<file path="config.mk">
export PLATFORM = sky130hd
export DESIGN_NAME = tile_scheduler
export DESIGN_NICKNAME = d
export VERILOG_FILES = /design/src/rtl/tile_scheduler.sv
export SDC_FILE = /design/constraint.sdc
export NUM_CORES = 1
export LEC_CHECK = 0
export ABC_AREA = 1
export BUFFER_PORTS_ARGS = -buffer_cell sky130_fd_sc_hd__clkbuf_2
export CAP_MARGIN = 20
export CORE_MARGIN = 2
export CORE_UTILIZATION = 50
export CTS_CLUSTER_SIZE = 16
export DETAILED_ROUTE_END_ITERATION = 8
export PLACE_DENSITY = 0.71
export SLEW_MARGIN = 20
export SYNTH_ARGS = -nofsm -noshare
export SYNTH_HDL_FRONTEND = slang
export SYNTH_SLANG_ARGS = --single-unit
</file>
<file path="constraint.sdc">
create_clock -name clk -period 4.02 [get_ports clk]
set_input_delay 0.201 -clock clk [delete_from_list [all_inputs] [get_ports clk]]
set_output_delay 0.201 -clock clk [all_outputs]
set_load 0.01 [all_outputs]
</file>
<file path="src/rtl/tile_scheduler.sv">
// rtl/tile_scheduler.sv - frame sequencer for the tile divider: snap, settle, raster tile issue, credit-limited drain
module tile_scheduler #(
  parameter int SIZE        = 9,
  parameter int FILTER_SIZE = 3,
  parameter int MAX_OUT     = 2,
  localparam int T          = SIZE / FILTER_SIZE,
  localparam int NT         = T * T,
  localparam int IW         = (NT > 1) ? $clog2(NT) : 1,
  localparam int AW         = (SIZE > 1) ? $clog2(SIZE) : 1,
  localparam int CW         = $clog2(MAX_OUT + 1)
) (
  input  logic          clk,
  input  logic          rst,
  input  logic          start,
  input  logic          abort,
  output logic          img_snap,
  output logic          tile_valid,
  input  logic          tile_ready,
  output logic [IW-1:0] tile_idx,
  output logic [AW-1:0] row_base,
  output logic [AW-1:0] col_base,
  input  logic          result_valid,
  output logic          busy,
  output logic          done,
  output logic          err
);

  typedef enum logic [2:0] {
    S_IDLE,
    S_SNAP,
    S_SETTLE,
    S_ISSUE,
    S_DRAIN,
    S_DONE
  } state_t;

  state_t        state, state_nxt;
  logic [CW-1:0] outstanding, outstanding_nxt;
  logic          handshake;
  logic          result_ok;
  logic          last_tile;
  logic          col_last;
  logic          kill;

  // Credit gate: the engine never holds more than MAX_OUT unanswered tiles.
  assign tile_valid = (state == S_ISSUE) && (outstanding < CW'(MAX_OUT));
  assign kill       = abort && (state != S_IDLE);
  assign handshake  = tile_valid && tile_ready && !kill;
  assign result_ok  = result_valid && (outstanding != '0);
  assign last_tile  = (tile_idx == IW'(NT - 1));
  assign col_last   = (col_base == AW'(SIZE - FILTER_SIZE));

  always_comb begin
    outstanding_nxt = outstanding;
    case ({handshake, result_ok})
      2'b10:   outstanding_nxt = outstanding + CW'(1);
      2'b01:   outstanding_nxt = outstanding - CW'(1);
      default: outstanding_nxt = outstanding;
    endcase
  end

  always_comb begin
    state_nxt = state;
    img_snap  = 1'b0;
    done      = 1'b0;
    busy      = (state != S_IDLE);
    case (state)
      S_IDLE:   if (start) state_nxt = S_SNAP;
      S_SNAP: begin
        img_snap  = 1'b1;
        state_nxt = S_SETTLE;
      end
      S_SETTLE: state_nxt = S_ISSUE;
      S_ISSUE:  if (handshake && last_tile) state_nxt = S_DRAIN;
      S_DRAIN:  if (outstanding_nxt == '0) state_nxt = S_DONE;
      S_DONE: begin
        done      = 1'b1;
        state_nxt = S_IDLE;
      end
      default:  state_nxt = S_IDLE;
    endcase
    if (kill) state_nxt = S_IDLE;
  end

  always_ff @(posedge clk or posedge rst) begin
    if (rst) begin
      state <= S_IDLE;
    end else begin
      state <= state_nxt;
    end
  end

  // Position counters step in raster order; no division needed for the bases.
  always_ff @(posedge clk or posedge rst) begin
    if (rst) begin
      outstanding <= '0;
      tile_idx    <= '0;
      row_base    <= '0;
      col_base    <= '0;
    end else if (kill) begin
      outstanding <= '0;
      tile_idx    <= '0;
      row_base    <= '0;
      col_base    <= '0;
    end else begin
      outstanding <= outstanding_nxt;
      if (state == S_IDLE && start) begin
        tile_idx <= '0;
        row_base <= '0;
        col_base <= '0;
      end else if (handshake) begin
        if (last_tile) begin
          tile_idx <= '0;
          row_base <= '0;
          col_base <= '0;
        end else begin
          tile_idx <= tile_idx + IW'(1);
          if (col_last) begin
            col_base <= '0;
            row_base <= row_base + AW'(FILTER_SIZE);
          end else begin
            col_base <= col_base + AW'(FILTER_SIZE);
          end
        end
      end
    end
  end

  // Sticky protocol error: a result with nothing outstanding; only rst clears it.
  always_ff @(posedge clk or posedge rst) begin
    if (rst) begin
      err <= 1'b0;
    end else if (result_valid && outstanding == '0) begin
      err <= 1'b1;
    end
  end

endmodule
</file>
# Word level (Yosys, flattened, before mapping)
# Index checks and enable logic that the tools add are counted.
# classes
addsub	5
magnitude_cmp	1
eq_ne	12
n_mux	23
reduce_logical	18
# ops
operator	n
4-bit two-way mux	14
3-bit case mux with 5 select lines	1
3-bit two-way mux	4
4-bit by 2-bit adder with 4-bit output, second input constant	2
1-bit logical AND	8
3-bit by 2-bit == test with 1-bit output, second input constant	2
3-bit == test, second input constant	2
3-bit != test, second input constant	2
3-bit nonzero test	2
4-bit by 1-bit adder with 4-bit output, second input constant	1
4-bit by 3-bit == test with 1-bit output, second input constant	1
4-bit == test, second input constant	1
2-bit logical NOT	2
2-bit case mux with 2 select lines	1
4-bit nonzero test	1
3-bit by 1-bit == test with 1-bit output, second input constant	1
3-bit logical NOT	1
3-bit by 2-bit != test with 1-bit output, second input constant	1
3-bit AND reduction	1
2-bit by 1-bit adder with 2-bit output, second input constant	1
2-bit by 1-bit == test with 1-bit output, second input constant	1
2-bit == test, second input constant	1
2-bit < comparator, second input constant	1
1-bit two-way mux	2
other kinds (5)	5
# word_totals
regBits	18

# Depth between registers and ports, before layout
# Gate-level depths: netlist of the first run.
# logic_depth
ltp_word	10
mapped_depth	15
mapped_depth_nobuf	15

# Worst setup path after synthesis of the first run
# No wires, ideal clock.
# synth_timing
path_kind	register -> register
start	register state[1]
end	register state[0]
setup_time_ns	0.117
t_arrival_ns	1.670
required_time_ns	3.903
slack_ns	2.233
path_stages_with_launch	15
n_path_buf	0
period_less_slack_ns	1.787
cell_sequence	dfrtp_1 nand2_2 nor2_2 nand2_2 nor2_8 nand2_1 ha_1 inv_1 nand3_1 nand2_1 nand3_1 nand2_1 nand2_1 nand3_1 nand2_1
# synth_between
elab_chain_len	9
word_cells_on_any_way	22
# synth_rtl
item	line	source
start, declared	37	state_t state, state_nxt;
start signal, assigned	89	state <= state_nxt;
3-bit by 2-bit == test with 1-bit output / 3-bit nonzero test (equally long branches)	46, 67, 47	
1-bit logical AND, on equally long branches	46, 47	
1-bit logical AND / 1-bit logical NOT (equally long branches)	48	assign handshake = tile_valid && tile_ready && !kill;
1-bit logical AND	48	
2-bit by 1-bit == test with 1-bit output / 2-bit == test (equally long branches)	55	case ({handshake, result_ok})
2-bit case mux with 2 select lines	55	
2-bit logical NOT	75	S_DRAIN: if (outstanding_nxt == '0) state_nxt = S_DONE;
3-bit != test (no source line)	--	
3-bit AND reduction (no source line)	--	
# Parallel ways exist; a longest one is shown, timed or not.
# A chain may end at the register's enable or synchronous reset.

# Final worst setup path of the first run
# Same ends and word-level chain as after synthesis.

==> summary.md, run 1 <==
| Metric | Value |
|---|---|
| Largest net degree at the start of global routing | 19 |
| Placed Cells | 190 |
| Layout cells sized above 1 | 25.9% |
| CP max-delay cell | dfrtp_1 |
| First-pass GRT wire length | 3620 µm |
| FF-to-FF End | state[0] |
| Wirelength, routed | 2260 µm |
| Layout Utilization | 59.8% |
| Sequential fraction of the synthesis area | 40.8% |
| PortBufs | 22 |
| Max Cap Viol | 0 |
| CTS H-Tree Depth | 1 |
| Status | finished with violations |
| Slew HR | 51.2% |
| Skew final | 0.00390 ns |
| Area of the mapped netlist | 1100 µm² |
| Initial DRC count | 15 |
| RSZ-0062 raised after global routing | false |
| WL/cell | 11.6 µm |
| Clk sinks | 18 |
| CTS-repair resized insts | 0 |
| Syn Area/Cell | 7.88 µm² |
| Violated checks | negative hold slack |
| Arr. time, crit path | 2.22 ns |
| Final Hold Fails | 18 |
| Leakage power | 0.693 nW |
| CP Class | reg -> reg |
| Achievable frequency | 496 MHz |
| Overall Global Routing Usage | 19.0% |
| Min-delay worst type | in -> async |
| Initial Util | 51.4% |
| Power Density | 654 nW/µm² |
| Ys flop type | dfrtp_1 |
| Initial antenna violation count | 0 |
| Filler cell count | 203 |
| Register-to-register setup slack | 2.00 ns |
| Die ar. | 2600 µm² |
| CTS root buffer | clkbuf_4 |
| Placed cell areas | 1250 µm² |
| WP data required | 4.22 ns |
| Clock buffer depth | 2 |
| Fin area | 1280 µm² |
| Post-CTS Setup Inserts | 0 |
| Peak supply drop | 0.445 mV |
| N_diodes | 0 |
| Post-layout min period | 2.02 ns |
| Nets@finish | 179 |
| Vias/cell | 5.03 |
| Number of distinct library cells after synthesis | 24 |
| Critical R2R Launch | state[1] |
| Number of global-route vias before repair | 889 |
| DRT Pass-1 Iters | 4 |
| Drt drc | 0 |
| Final Hold Slack | -0.0129 ns |
| CP Max Fanout | 6 |
| Final worst-path cycle share | 50.1% |
| Slack of the critical path | 2.00 ns |
| Synth Instances | 140 |
| Startpoint types | flip-flop |
| Die Ht | 51.0 µm |
| Skew-Pair Late Insertion Delay | 0.30 ns |
| Area grow syn2layout | 16.4% |
| GRT overflow | 0 |
| Worst-path clk slew | 0.11 ns |
| ANT nets after route | 0 |
| Slew @ Worst Pin | 0.731 ns |
| Num rows | 17 |
| Placeable Area | 2150 µm² |
| Max-slew violations | 0 |
| Post-CTS Hold Fix Bufs | 0 |
| Die width | 51.0 µm |
| Final setup fails | 0 |
| Synth Net Count | 152 |
| Post-Place Setup Slack | 2.03 ns |
| Ys async rst share | 100% |
| Post-synth EDFFs | 0 |
| Final GP Congestion | 0.765 |
| Most common cell type on the critical path | nand2_1 |
| Layout Cells excl Fill | 194 |
| I/O Pins | 23 |
| Final setup TNS | 0 ns |
| Vias | 975 |
| Post-DP HPWL | 1710 µm |
| Nature of the critical path endpoint | flip-flop |
| Cells along the critical path | nand2_2 > nor2_2 > nand2_2 > nor2_8 > nand2_1 > ha_1 > inv_1 > nand3_1 > nand2_1 > nand3_1 > nand2_1 > nand2_1 > nand3_1 > nand2_1 |
| Flop and latch count out of synthesis | 18 |
| CTS tree | yes |
| Reg2Reg Depth | 14 |
| Crit path largest cell delay | 0.46 ns |
| Synthesis Warnings | 0 |
| CTS Buf Count | 3 |
[critical path: cells and delay by family, from the launching register on]
kind	cells	cell delay, ns
adders and majority gates	1	0.30
buffers and inverters	1	0.08
DFF	1	0.46
and+or+nand+nor	12	1.06
[worst max-delay path by stage]
| stage | startpoint | end | slack (ns) |
|---|---|---|---|
| after global placement | state[1] | state[0] | 2.15 |
| final | state[1] | state[0] | 2.00 |
| after global routing | state[1] | state[0] | 1.86 |
| after floorplan | state[1] | state[0] | 2.23 |
| after CTS | state[1] | state[0] | 2.01 |
| after detailed placement | state[1] | state[0] | 2.03 |
[layer usage]
layer	vias to the layer above	GRT usage (%)	wire [µm]
met5	-	0	0
met4	0	10.8	53
met3	5	2.63	66
met2	17	32.0	1060
met1	445	23.1	1080
li1	508	-	-
[final cells by class]
cell class | count | area, µm² | area share (%)
Clock buffer | 4 | 36.3 | 2.82
Inverter | 25 | 93.8 | 7.30
Multi-Input combinational cell | 97 | 559 | 43.5
Sequential cell | 18 | 450 | 35.1
Tap cell | 28 | 35.0 | 2.73
Timing Repair Buffer | 22 | 110 | 8.57
[metrics by stage]
step,power (mW),hold slack (ns)
after detailed placement,0.728,0.343
after CTS,0.847,0.00450
after floorplan,0.608,0.140
final,0.840,-0.0129
after global routing,0.910,0.0485
after global placement,0.714,0.318
[power by group]
group / total, mW / internal [mW] / switching, mW
Combinational: 0.439 / 0.159 / 0.280
Clock: 0.116 / 0.0553 / 0.0607
Sequential: 0.285 / 0.232 / 0.0526
Total: 0.840 / 0.447 / 0.393
[state kept, by name (all words and copies together) (netlist names)]
name	cells
col_base	4
row_base	4
tile_idx	4
state	3
outstanding	2
err	1
[cells in the mapped netlist (all sizes together) (2+ instances only)]
| library cell | count | area (µm²) |
|---|---|---|
| a21oi | 6 | 30.0 |
| dfrtp | 18 | 450 |
| ha | 6 | 75.1 |
| inv | 25 | 93.8 |
| nand2 | 29 | 126 |
| nand3 | 12 | 60.1 |
| nand4 | 2 | 12.5 |
| nor2 | 15 | 87.6 |
| nor3 | 8 | 40.0 |
| o21ai | 12 | 71.3 |
| xor2 | 2 | 17.5 |
[logic make-up (layout without fill, tap and decap cells)]
| family | Yosys count | count (layout) | synth area share, % |
|---|---|---|---|
| AOI/OAI and AO/OA | 21 | 21 | 11.2 |
| xor gates and xnor gates | 3 | 3 | 2.38 |
| adders and majority gates | 6 | 6 | 6.80 |
| buffers and inverters | 25 | 51 | 8.50 |
| DFF | 18 | 18 | 40.8 |
| and+or+nand+nor | 67 | 67 | 30.3 |
[cell usage in the layout, fill, tap and decap left out, drive strengths merged]
cell type and instances:
nand2 29, dfrtp 18, xnor2 1, nand3b 1
clkbuf 26, nand4 2, o22ai 1, nor2 15
ha 6, a31o 1, inv 25, nand3 12
xor2 2, nor3 8, a21oi 6, o21ai 12
o21a 1
(Power assumes the default switching activity.)
==> run 2: changes to the inputs <==
clock period = 1.9 ns   (was 4.02 ns; I/O delays follow)
==> run 2 against run 1 <==
Effect of this change: the flow now finishes without violations; fmax grew 11%; sequential share of layout area shrank 2.1 points; sequential cell count is the same; clock-buffer cell count is the same; via count grew 6.3%; global-route usage grew 1.3 points; core utilization grew 4.1 points; cell count grew 3.1%; final area grew 6.8%; hold slack gained 0.078 ns; first-iteration DRC count is the same; critical path depth shrank 1; critical path type unchanged; critical endpoint unchanged; largest cell class unchanged.
==> summary.md, run 2 (same netlist as run 1, synthesis figures left out) <==
| Metric | Value |
|---|---|
| Commonest cells after routing, fill and taps aside | 24 x nand2_1, 22 x clkbuf_2, 19 x inv_1 (was 24 x nand2_1, 22 x clkbuf_2, 20 x inv_1) |
| PortBufs | 22 (unchanged) |
| Final Hold Slack | 0.0651 ns (was -0.0129 ns) |
| Slew @ Worst Pin | 0.677 ns (was 0.731 ns) |
| Arr. time, crit path | 2.03 ns (was 2.22 ns) |
| Overall Global Routing Usage | 20.3% (was 19.0%) |
| WL/cell | 12.4 µm (was 11.6 µm) |
| Most common cell after layout, fill and taps aside | nand2_1 (unchanged) |
| Clk sinks | 18 (unchanged) |
| Num rows | 17 (unchanged) |
| CP Max Fanout | 6 (unchanged) |
| Placed Cells | 193 (was 190) |
| Post-Place Setup Slack | -0.0115 ns (was 2.03 ns) |
| Skew-Pair Late Insertion Delay | 0.30 ns (about the same) |
| Achievable frequency | 550 MHz (was 496 MHz) |
| Initial Util | 51.4% (unchanged) |
| Layout cells sized above 1 | 30.8% (was 25.9%) |
| WP data required | 2.11 ns (was 4.22 ns) |
| Fin area | 1370 µm² (was 1280 µm²) |
| CP Class | reg -> reg (unchanged) |
| Leakage power | 0.733 nW (was 0.693 nW) |
| Peak supply drop | 0.784 mV (was 0.445 mV) |
| CTS root buffer | clkbuf_4 (unchanged) |
| Switching power | 896 µW (was 393 µW) |
| Startpoint types | flip-flop (unchanged) |
| Placed cell areas | 1270 µm² (was 1250 µm²) |
| DRT Pass-1 Iters | 4 (unchanged) |
| FF-to-FF End | state[0] (unchanged) |
| Die Ht | 51.0 µm (unchanged) |
| Final GP Congestion | 0.768 (was 0.765) |
| Nets@finish | 185 (was 179) |
| Nature of the critical path endpoint | flip-flop (unchanged) |
| Final worst-path cycle share | 95.8% (was 50.1%) |
| CP max-delay cell | dfrtp_2 (was dfrtp_1) |
| Final Power | 1.90 mW (was 840 µW) |
| Drt drc | 0 (unchanged) |
| First-pass GRT wire length | 3930 µm (was 3620 µm) |
| Number of global-route vias before repair | 957 (was 889) |
| Min-delay worst type | in -> reg (was in -> async) |
| Status | complete, no violations (was finished with violations) |
| CTS Buf Count | 3 (unchanged) |
| Power Density | 1380 nW/µm² (was 654 nW/µm²) |
| I/O Pins | 23 (unchanged) |
| Wirelength, routed | 2480 µm (was 2260 µm) |
| GRT overflow | 0 (unchanged) |
| Area grow syn2layout | 24.4% (was 16.4%) |
| Setup crit start | state[1] (unchanged) |
| Max Cap Viol | 0 (unchanged) |
| Leading registers by flop count | col_base: 4 flops, row_base: 4 flops, tile_idx: 4 flops (unchanged) |
| Vias/cell | 5.18 (was 5.03) |
| Skew final | 0.00835 ns (was 0.00390 ns) |
| Setup crit end | state[0] (unchanged) |
| Critical R2R Launch | state[1] (unchanged) |
| Final setup TNS | 0 ns (unchanged) |
| Post-layout min period | 1.82 ns (was 2.02 ns) |
| Slack of the critical path | 0.0806 ns (was 2.00 ns) |
| Max-slew violations | 0 (unchanged) |
| Buffers & Inverters on Critical Path | 1 (unchanged) |
| N_diodes | 0 (unchanged) |
| CTS tree | yes (unchanged) |
| Reg2Reg Depth | 13 (was 14) |
| Register share of total power | 32.8% (was 33.9%) |
| Largest net degree at the start of global routing | 19 (unchanged) |
| Crit. path cell count | 13 (was 14) |
| Delay-heaviest family, CP | simple AND/OR/NAND/NOR gates (unchanged) |
| Register-to-register setup slack | 0.08 ns (was 2.00 ns) |
| Die width | 51.0 µm (unchanged) |
| Most common cell type on the critical path | nand2_1 (unchanged) |
| Combinational share of power | 54.6% (was 52.2%) |
| Sw Ratio | 47.2% (was 46.8%) |
| Initial DRC count | 15 (unchanged) |
| Crit path largest cell delay | 0.46 ns (about the same) |
| Initial antenna violation count | 0 (unchanged) |
| Slew HR | 54.8% (was 51.2%) |
| Placeable Area | 2150 µm² (unchanged) |
| Cells along the critical path | nand2_4 > nor2_4 > nand2_4 > nor2_8 > nand2_1 > ha_4 > inv_2 > nand4_1 > nand3_2 > nand2_1 > nand2_1 > nand3_1 > nand2_1 (was nand2_2 > nor2_2 > nand2_2 > nor2_8 > nand2_1 > ha_1 > inv_1 > nand3_1 > nand2_1 > nand3_1 > nand2_1 > nand2_1 > nand3_1 > nand2_1) |
| Layout Utilization | 63.9% (was 59.8%) |
| Final setup fails | 0 (unchanged) |
| Layout Cells excl Fill | 200 (was 194) |
| Worst-path clk slew | 0.11 ns (about the same) |
| Clock Power Share | 12.7% (was 13.8%) |
| CTS H-Tree Depth | 1 (unchanged) |
| Die ar. | 2600 µm² (unchanged) |
| Cell Int Power | 1.00 mW (was 447 µW) |
| Final Hold Fails | 0 (was 18) |
| Vias | 1,036 (was 975) |
| Clock buffer depth | 2 (unchanged) |
| ANT nets after route | 0 (unchanged) |
| Post-DP HPWL | 1830 µm (was 1710 µm) |
-- run 2: cell count changes in the layout (fill, tap and decap cells not counted) --
cell / change
nor2_4: +2
nand3_1: -1
dfrtp_1: -2
nand3_2: +1
nand2_2: -2
buf_4: +5
inv_1: -1
ha_1: -1
dlygate4sd3_1: +1
inv_2: +1
dfrtp_2: +2
ha_4: +1
nand2_4: +2
nor2_2: -2
-- run 2: final cells by class --
class | instances | area (µm²)
Clock buffer | 4 | 36.3
Fill cell | 186 | 776
Inverter | 25 | 93.8
Multi-Input combinational cell | 97 | 597
Sequential cell | 18 | 453
Tap cell | 28 | 35.0
Timing Repair Buffer | 28 | 158
-- run 2: power by group through the flow --
stage / logic [mW] / clock network [mW] / registers [mW]
2_1_floorplan: 0.662 / 0 / 0.626
3_3_place_gp: 0.923 / 0 / 0.604
3_5_place_dp: 0.960 / 0 / 0.609
4_1_cts: 0.981 / 0.244 / 0.603
5_1_grt: 1.16 / 0.261 / 0.643
6_report: 1.04 / 0.241 / 0.622
-- run 2: layer usage --
layer / GRT usage (%) / vias to the layer above / part of all wire (%)
li1: - / 518 / -
met1: 24.4 / 493 / 45
met2: 34.8 / 20 / 50
met3: 3.22 / 5 / 3.0
met4: 10.4 / 0 / 1.7
met5: 0 / - / 0
-- run 2: how the worst min path moves through the flow --
stage / startpoint / endpoint / slack (ns) / cells after the start
finish: result_valid / err / 0.07 / 2
global route: result_valid / err / 0.05 / 2
CTS: result_valid / err / 0.06 / 2
detailed placement: rst / col_base[2] / 0.21 / 2
global placement: rst / err / 0.20 / 2
floorplan: rst / col_base[0] / 0.03 / 1
-- run 2: what timing repair did --
| action | in CTS | in global routing |
|---|---|---|
| hold endpoints to repair | 18 | 0 |
| gates resized for setup | 1 | 8 |
| setup buffers | 1 | 1 |
| pin swaps | 2 | 4 |
| setup endpoints to repair | 1 | 2 |
| hold buffers | 1 | 0 |
==> run 3: changes to the inputs <==
SETUP_SLACK_MARGIN = 0.2   (was not set)
==> run 3 against run 2 <==
Effect of this change: worst setup slack better by 0.024 ns; combinational power increased by 25%; core utilization rose by 5.1 points; critical endpoint unchanged.
==> summary.md, run 3 (same netlist as run 1, synthesis figures left out) <==
| Metric | Value |
|---|---|
| Post-DP HPWL | 1760 µm (was 1830 µm) |
| Worst-path clk slew | 0.10 ns (was 0.11 ns) |
| Hold path cells | 2 (unchanged) |
| DRT Pass-1 Iters | 5 (was 4) |
| Startpoint types | flip-flop (unchanged) |
| Switching power | 970 µW (was 896 µW) |
| Num rows | 17 (unchanged) |
| Drt drc | 0 (unchanged) |
| Final GP Congestion | 0.888 (was 0.768) |
| Die ar. | 2600 µm² (unchanged) |
| Max-slew violations | 0 (unchanged) |
| Final Hold Slack | 0.0780 ns (was 0.0651 ns) |
| Power Density | 1450 nW/µm² (was 1380 nW/µm²) |
| Cells along the critical path | buf_6 > nor2_4 > nand2_2 > nand2_4 > nand2_4 > ha_4 > inv_2 > nand4_1 > nand3_2 > nand2_1 > nand2_1 > nand3_1 > nand2_1 (was nand2_4 > nor2_4 > nand2_4 > nor2_8 > nand2_1 > ha_4 > inv_2 > nand4_1 > nand3_2 > nand2_1 > nand2_1 > nand3_1 > nand2_1) |
| Leakage power | 0.791 nW (was 0.733 nW) |
| Largest net degree at the start of global routing | 19 (unchanged) |
| Buffers & Inverters on Critical Path | 2 (was 1) |
| Slew HR | 55.3% (was 54.8%) |
| Placed Cells | 193 (unchanged) |
| Cell Int Power | 1.18 mW (was 1.00 mW) |
| Destination of the worst hold path | err (unchanged) |
| CP Class | reg -> reg (unchanged) |
| Max Cap Viol | 0 (unchanged) |
| Leading registers by flop count | col_base: 4 flops, row_base: 4 flops, tile_idx: 4 flops (unchanged) |
| RSZ-0062 raised after global routing | true |
| GRT overflow | 0 (unchanged) |
| Vias/cell | 5.10 (was 5.18) |
| Placeable Area | 2150 µm² (unchanged) |
| Number of global-route vias before repair | 938 (was 957) |
| Combinational share of power | 60.2% (was 54.6%) |
| Register-to-register setup slack | 0.10 ns (was 0.08 ns) |
| Skew final | 0.00583 ns (was 0.00835 ns) |
| Final setup fails | 0 (unchanged) |
| I/O Pins | 23 (unchanged) |
| Initial DRC count | 33 (was 15) |
| Most common cell type on the critical path | nand2_1 (unchanged) |
| Initial antenna violation count | 0 (unchanged) |
| Final Hold Fails | 0 (unchanged) |
| Delay-heaviest family, CP | simple AND/OR/NAND/NOR gates (unchanged) |
| WP data required | 2.09 ns (was 2.11 ns) |
| Crit path largest cell delay | 0.46 ns (about the same) |
| Arr. time, crit path | 1.99 ns (was 2.03 ns) |
| Layout cells sized above 1 | 39.0% (was 30.8%) |
| Commonest cells after routing, fill and taps aside | 22 x nand2_1, 22 x clkbuf_2, 17 x inv_1 (was 24 x nand2_1, 22 x clkbuf_2, 19 x inv_1) |
| Post-layout min period | 1.80 ns (was 1.82 ns) |
| Status | complete, no violations (unchanged) |
| Clock buffer depth | 2 (unchanged) |
| Filler cell count | 175 (was 186) |
| Final worst-path cycle share | 94.5% (was 95.8%) |
| Sw Ratio | 45.1% (was 47.2%) |
| Area grow syn2layout | 34.2% (was 24.4%) |
| Slew @ Worst Pin | 0.670 ns (was 0.677 ns) |
| Min-delay worst type | in -> reg (unchanged) |
| WL/cell | 12.1 µm (was 12.4 µm) |
| CTS root buffer | clkbuf_4 (unchanged) |
| Overall Global Routing Usage | 20.6% (was 20.3%) |
| Peak supply drop | 0.978 mV (was 0.784 mV) |
| Die Ht | 51.0 µm (unchanged) |
| FF-to-FF End | state[0] (unchanged) |
| Wirelength, routed | 2540 µm (was 2480 µm) |
| Skew-Pair Late Insertion Delay | 0.30 ns (about the same) |
| Die width | 51.0 µm (unchanged) |
| Layout Cells excl Fill | 210 (was 200) |
| CTS Buf Count | 3 (unchanged) |
| PortBufs | 22 (unchanged) |
| Achievable frequency | 557 MHz (was 550 MHz) |
| CP max-delay cell | dfrtp_2 (unchanged) |
| CTS tree | yes (unchanged) |
| Initial Util | 51.4% (unchanged) |
| Final Power | 2.15 mW (was 1.90 mW) |
| First-pass GRT wire length | 4010 µm (was 3930 µm) |
| Nature of the critical path endpoint | flip-flop (unchanged) |
| Register share of total power | 28.7% (was 32.8%) |
| Reg2Reg Depth | 13 (unchanged) |
| Nets@finish | 195 (was 185) |
| Clk sinks | 18 (unchanged) |
| CTS H-Tree Depth | 1 (unchanged) |
| Vias | 1,070 (was 1,036) |
| CP Max Fanout | 4 (was 6) |
| ANT nets after route | 0 (unchanged) |
| N_diodes | 0 (unchanged) |
| Critical R2R Launch | state[0] (was state[1]) |
| Clock Power Share | 11.1% (was 12.7%) |
| Hold Startpoint | result_valid (unchanged) |
==> run 3: layout make-up <==
| class | instances | area (µm²) | share of cell area (%) |
|---|---|---|---|
| clock buffers | 4 | 36.3 | 2.45 |
| inverters | 25 | 96.3 | 6.50 |
| multi-input cells | 97 | 623 | 42.1 |
| flip-flops and latches | 18 | 454 | 30.7 |
| well taps | 28 | 35.0 | 2.36 |
| repair buffers | 38 | 236 | 16.0 |
==> run 3: worst max-delay path by stage <==
| stage | cells after the start | from | to | slack (ns) |
|---|---|---|---|---|
| 3_3_place_gp | 13 | state[1] | state[2] | 0.12 |
| 2_1_floorplan | 14 | state[1] | state[0] | 0.14 |
| 3_5_place_dp | 13 | state[1] | state[2] | 0.04 |
| 4_1_cts | 12 | state[0] | state[0] | 0.20 |
| 6_report | 13 | state[0] | state[0] | 0.10 |
| 5_1_grt | 14 | state[0] | state[0] | -0.002 |
==> run 3: worst register-to-register path, cell delays in order (launching register included) <==
cell and delay (ns):
dfrtp_2 0.46, buf_6 0.14, nor2_4 0.09, nand2_2 0.08, nand2_4 0.07, nand2_4 0.05
ha_4 0.28, inv_2 0.05, nand4_1 0.10, nand3_2 0.09, nand2_1 0.08, nand2_1 0.09
nand3_1 0.08, nand2_1 0.05
==> run 3: power groups by stage <==
stage	Sequential, mW	Combinational (mW)	Clock, mW
2_1_floorplan	0.626	0.684	0
3_3_place_gp	0.604	0.955	0
3_5_place_dp	0.611	0.976	0
4_1_cts	0.609	1.15	0.242
5_1_grt	0.635	1.43	0.259
6_report	0.618	1.30	0.238
==> run 3: repair_timing <==
item                                    4_1_cts  5_1_grt
cloned                                        0        0
pin swaps                                    10        5
hold endpoints to repair                     18        0
buffers inserted                              8        4
hold buffers                                  1        0
gates resized for setup                       9        8
endpoints found under the setup margin        3       12
==> run 3: through the flow <==
step	util [%]	instance area, µm²	setup WS (ns)	TNS, ns
after floorplan	-	1120	0.136	0
after global placement	59.9	1290	0.116	0
after detailed placement	59.9	1290	0.0428	0
after CTS	66.5	1430	0.197	0
after global routing	69.0	1480	-0.00186	-0.00186
final	69.0	1480	0.105	0
==> run 3: metal layers <==
layer | share of wire [%] | wire length (µm) | track usage [%] | vias up
met5 | 0 | 0 | 0 | -
met4 | 0.83 | 21 | 7.21 | 0
met3 | 5.6 | 143 | 3.51 | 4
met2 | 48 | 1220 | 32.7 | 36
met1 | 45 | 1150 | 28.5 | 492
li1 | - | - | - | 538
